$ cat config.mk
export PLATFORM = sky130hd
export DESIGN_NAME = spi_xfer_ctrl
export DESIGN_NICKNAME = d
export VERILOG_FILES = /design/src/rtl/spi_xfer_ctrl.sv
export SDC_FILE = /design/constraint.sdc
export NUM_CORES = 1
export LEC_CHECK = 0
export BUFFER_PORTS_ARGS = -buffer_cell sky130_fd_sc_hd__buf_4
export CAP_MARGIN = 20
export CORE_ASPECT_RATIO = 2
export CORE_MARGIN = 1
export CORE_UTILIZATION = 60
export DETAILED_ROUTE_END_ITERATION = 8
export PLACE_DENSITY = 0.87
export SYNTH_ARGS = -nofsm -noshare
export SYNTH_HDL_FRONTEND = slang
export SYNTH_SLANG_ARGS = --single-unit
$ cat constraint.sdc
create_clock -name clk -period 6.1 [get_ports clk]
set_clock_uncertainty 0.05 [all_clocks]
set_input_delay 0.61 -clock clk [delete_from_list [all_inputs] [get_ports clk]]
set_output_delay 0.61 -clock clk [all_outputs]
set_load 0.05 [all_outputs]
$ cat src/rtl/spi_xfer_ctrl.sv
// spi_xfer_ctrl: TX/RX word FIFOs sequencing one SPI engine transfer at a time; define SPI_XFER_AUTOCS_EN for automatic chip select
module spi_xfer_ctrl #(
  parameter int DEPTH = 8
) (
  input  logic        clk,
  input  logic        rst,
  input  logic        wr,
  input  logic [31:0] wdata,
  input  logic        wfast,
  input  logic        rd,
  output logic [31:0] rdata,
  input  logic        clr,
  input  logic        cs_sel,
  output logic        tx_full,
  output logic        tx_empty,
  output logic        rx_full,
  output logic        rx_empty,
  output logic        busy,
  output logic        ovf,
  output logic        unf,
  output logic        spi_start,
  output logic        spi_fast,
  output logic [31:0] spi_dataTx,
  input  logic [31:0] spi_dataRx,
  input  logic        spi_rdy,
  output logic        cs_n
);
  localparam int AW = $clog2(DEPTH);
  typedef enum logic [1:0] {IDLE, LAUNCH, WAIT, DONE} state_t;
  state_t state, state_nx;
  logic [32:0] tx_mem [DEPTH];
  logic [31:0] rx_mem [DEPTH];
  logic [AW:0] tx_wp, tx_rp, rx_wp, rx_rp;
  logic skip, load, tx_push, tx_pop, rx_push, rx_pop;
  assign tx_empty = tx_wp == tx_rp;
  assign rx_empty = rx_wp == rx_rp;
  assign tx_full  = (tx_wp[AW] != tx_rp[AW]) && (tx_wp[AW-1:0] == tx_rp[AW-1:0]);
  assign rx_full  = (rx_wp[AW] != rx_rp[AW]) && (rx_wp[AW-1:0] == rx_rp[AW-1:0]);
  assign rdata    = rx_empty ? '0 : rx_mem[rx_rp[AW-1:0]];
  assign tx_push  = wr & (~tx_full | tx_pop);
  assign rx_pop   = rd & ~rx_empty;
  assign load     = (state == IDLE) && (state_nx == LAUNCH);
  // FIFO storage, written on accepted pushes only
  always_ff @(posedge clk) begin
    if (tx_push) tx_mem[tx_wp[AW-1:0]] <= {wfast, wdata};
    if (rx_push) rx_mem[rx_wp[AW-1:0]] <= spi_dataRx;
  end
  // FIFO pointers
  always_ff @(posedge clk or negedge rst) begin
    if (!rst) begin
      tx_wp <= '0;
      tx_rp <= '0;
      rx_wp <= '0;
      rx_rp <= '0;
    end else begin
      if (tx_push) tx_wp <= tx_wp + 1'b1;
      if (tx_pop) tx_rp <= tx_rp + 1'b1;
      if (rx_push) rx_wp <= rx_wp + 1'b1;
      if (rx_pop) rx_rp <= rx_rp + 1'b1;
    end
  end
  // sticky error flags; a new error wins over a simultaneous clear
  always_ff @(posedge clk or negedge rst) begin
    if (!rst) begin
      ovf <= 1'b0;
      unf <= 1'b0;
    end else begin
      ovf <= (ovf & ~clr) | (wr & tx_full & ~tx_pop);
      unf <= (unf & ~clr) | (rd & rx_empty);
    end
  end
  // state register; skip masks the stale engine ready in the first WAIT cycle
  always_ff @(posedge clk or negedge rst) begin
    if (!rst) begin
      state <= IDLE;
      skip  <= 1'b0;
    end else begin
      state <= state_nx;
      skip  <= state == LAUNCH;
    end
  end
  // next-state logic
  always_comb begin
    state_nx = (state == IDLE)   ? ((~tx_empty & ~rx_full & spi_rdy) ? LAUNCH : IDLE) :
               (state == LAUNCH) ? WAIT :
               (state == WAIT)   ? ((~skip & spi_rdy) ? DONE : WAIT) : IDLE;
  end
  // state-decoded outputs and FIFO strobes
  always_comb begin
    spi_start = state == LAUNCH;
    busy      = state != IDLE;
    tx_pop    = state == LAUNCH;
    rx_push   = state == DONE;
  end
  // transmit word and mode captured as the launch begins so they are valid with spi_start
  always_ff @(posedge clk or negedge rst) begin
    if (!rst) begin
      spi_dataTx <= 32'hFFFF_FFFF;
      spi_fast   <= 1'b0;
    end else if (load) begin
      {spi_fast, spi_dataTx} <= tx_mem[tx_rp[AW-1:0]];
    end
  end
  // registered chip select
  always_ff @(posedge clk or negedge rst) begin
    if (!rst) cs_n <= 1'b1;
`ifdef SPI_XFER_AUTOCS_EN
    else cs_n <= ~(cs_sel & (busy | ~tx_empty));
`else
    else cs_n <= ~cs_sel;
`endif
  end
endmodule

==> results_dict.tcl <==
set metrics [dict create \
    first_global_vias 10660 \
    netlist_area_um2 22030 \
    rsz0062_at_grt "false" \
    synth_area_leaders "edfxtp_1 71%, mux4_2 13%, dfstp_2 3.9%" \
    finalSetupViolCount 0 \
    ant_nets 0 \
    die_y_um 273.0 \
    outcome "completed" \
    clk-insertion-delay-late_ps 550 \
    grt_max_degree 69 \
    synth_seq_cells 575 \
    clkPwrFrac 0.223 \
    rows 99 \
    drc 0 \
    drtIter0Drc 658 \
    synth_ff_type "edfxtp_1" \
    power_mw 13.02 \
    grt_use_met1 0.2653 \
    yosysTopAreaCellShare 0.7087 \
    grt_pass1_wl_mm 61.97 \
    r2r_slack_ps 3210 \
    top_usage_layer "met2" \
    p_seq_frac 0.410 \
    start_util 0.6071 \
    rr_startpoint "tx_rp[1]" \
    fin_util 0.6948 \
    cts.sinks 575 \
    layout-drive-gt1-share 0.4208 \
    p_sw_frac 0.3466 \
    fp.dieW_um 137.5 \
    grtUsageMet2 0.4277 \
    yosysMostFrequentCell "edfxtp_1" \
    r2r_cells 4 \
    place_area_um2 23750 \
    synth_compound_area_frac 0.002669 \
    antenna_found_initial 0 \
    grt_use_met3 0.02986 \
    nets 1226 \
    syn2layout_area_growth_pct 14.45 \
    powerDensity_nw_per_um2 516.2 \
    async_flop_share 0.09565 \
    final_area_um2 25220 \
    dieArea_um2 37540 \
    intPower_mw 8.504 \
    syn_inst 977 \
    synth_cell_types 31 \
    hold_class "input port to async pin" \
    ir_drop_mv 0.5224 \
    htree_levels 2 \
    n_antenna_cell 0 \
    synth_nets 1057 \
    yosysTopAreaCell "edfxtp_1" \
    yosys_warnings 0 \
    port_buffers 145 \
    fin_crit_sh 0.6410 \
    max_slew_margin 0.3331 \
    crit_path_end_kind "output port" \
    hold_viol_final 0 \
    power_switching_mw 4.512 \
    synth_common_cells "520 x edfxtp_1, 130 x mux4_2, 70 x mux2_2" \
    holdBufCountCts 0 \
    synth_simple_gate_area_frac 0.01465 \
    fin_crit_ps 3910 \
    drt-total-wl_mm 41.55 \
    critPathKind "register to output port" \
    vias_per_cell 6.108 \
    clk_transition_reported_paths_ps 70 \
    post_cts_resized 0 \
    slew_violations 0 \
    synth_xor_area_frac 0.008348 \
    syn_area_per_cell_um2 22.55 \
    r2r_end "spi_dataTx[29]" \
    arrival_ps 3250 \
    cts_tree "yes" \
    synth_top_family_by_area "multiplexers" \
    clk_path_buf_depth 3 \
    combPwrFrac 0.367 \
    io_pins 146 \
    overflow 0 \
    clock.fmax_mhz 255.7 \
    synthAdderAreaFrac 0.004543 \
    core_area_um2 36290 \
    cts_buffers 45 \
    tns_ps 0 \
    dp_hpwl_mm 24.15 \
    drv_cap 0 \
    clockRootBuffer "clkbuf_16" \
    wire_per_inst_um 25.41 \
    gp_congestion 0.7324 \
    vias 9987 \
    worst_pin_slew_ps 1000 \
    grt.total_usage 0.2283 \
    cp.required_ps 5440 \
    synth_edf_count 520 \
    timing.critical_path.from_type "register" \
    worst-path-max-fanout 37 \
    yosysSeqAreaShare 0.7730 \
    cts_post_setup_buffers_inserted 0 \
    synthMuxAreaShare 0.1832 \
    dr.pass1.iters 5 \
    leakage_nw 8.490 \
]
layer usage:
layer / vias up / part of all wire
met5: - / 0
met4: 0 / 0.024
met3: 69 / 0.046
met2: 315 / 0.57
met1: 5283 / 0.36
li1: 4320 / -
power groups by stage:
stage / logic (mW) / registers (mW) / clock network, mW
after floorplan: 3.28 / 5.65 / 0
after global placement: 4.74 / 5.38 / 0
after detailed placement: 4.83 / 5.42 / 0
after CTS: 4.85 / 5.34 / 2.96
after global routing: 5.05 / 5.40 / 3.08
final: 4.77 / 5.34 / 2.91
worst max-delay path, cell delays in order, from the launching register on:
cell	delay, ps
dfrtp_4	820
buf_4	720
mux4_2	600
mux2i_1	220
nor2_1	60
buf_4	220
final cells by class:
class	count	area (um^2)
multi-input combinational	342	4811
sequential	575	17050
clock inverter	29	277.8
fill	2154	11080
inverter	10	37.54
timing repair buffer	172	1291
clock buffer	53	1186
tap	454	568.0
worst max path at each step:
| stage | start | endpoint | depth (start not counted) |
|---|---|---|---|
| floorplan | state[1] | tx_mem[0][0] | 5 |
| global placement | rx_rp[0] | rdata[1] | 5 |
| detailed placement | rx_rp[0] | rdata[1] | 5 |
| CTS | rx_rp[0] | rdata[1] | 5 |
| global route | rx_rp[0] | rdata[4] | 5 |
| finish | rx_rp[0] | rdata[4] | 5 |
cell families (layout without fill, tap and decap cells):
family | after synthesis | after routing
adder cells (fa/ha/maj) | 8 | 8
XOR/XNOR | 21 | 21
buffers and inverters | 60 | 264
AND/OR/NAND/NOR | 73 | 73
multiplexers | 232 | 232
flip-flops | 575 | 575
AO/OA/AOI/OAI | 8 | 8
cells in the final DEF, fill, tap and decap left out, types with 3 or more instances in the layout:
master        n
nor2_4        8
xnor2_1      15
nor2_1       35
nand3_1       3
nand2b_1      5
mux2_2       70
xor2_1        6
nand2_1       8
edfxtp_1    520
clkinvlp_4    4
inv_1        10
clkbuf_1      5
ha_1          8
bufinv_16     5
dfstp_2      33
clkbuf_8      3
clkinv_2     10
clkbuf_16    45
clkinv_1      8
o21ai_0       3
nand4_1       4
nor3_2        6
dfrtp_1      16
dfrtp_2       4
mux4_2      130
mux2i_1      32
buf_4       172
through the flow:
| stage | std cells | setup WS [ps] | hold WS (ps) |
|---|---|---|---|
| after floorplan | 977 | 861.2 | 264.4 |
| after global placement | 1553 | 2646 | 428.2 |
| after detailed placement | 1553 | 2627 | 443.1 |
| after CTS | 1635 | 2028 | 105.9 |
| after global routing | 1635 | 1893 | 111.9 |
| final | 1635 | 2190 | 126.8 |
state kept, by name (all words and copies together), names as in the netlist:
register,flops
skip,1
tx_wp,4
rx_rp,4
rx_wp,4
ovf,1
state,2
tx_mem,264
tx_rp,4
rx_mem,256
cs_n,1
spi_fast,1
unf,1
spi_dataTx,32
(Power assumes the default switching activity.)
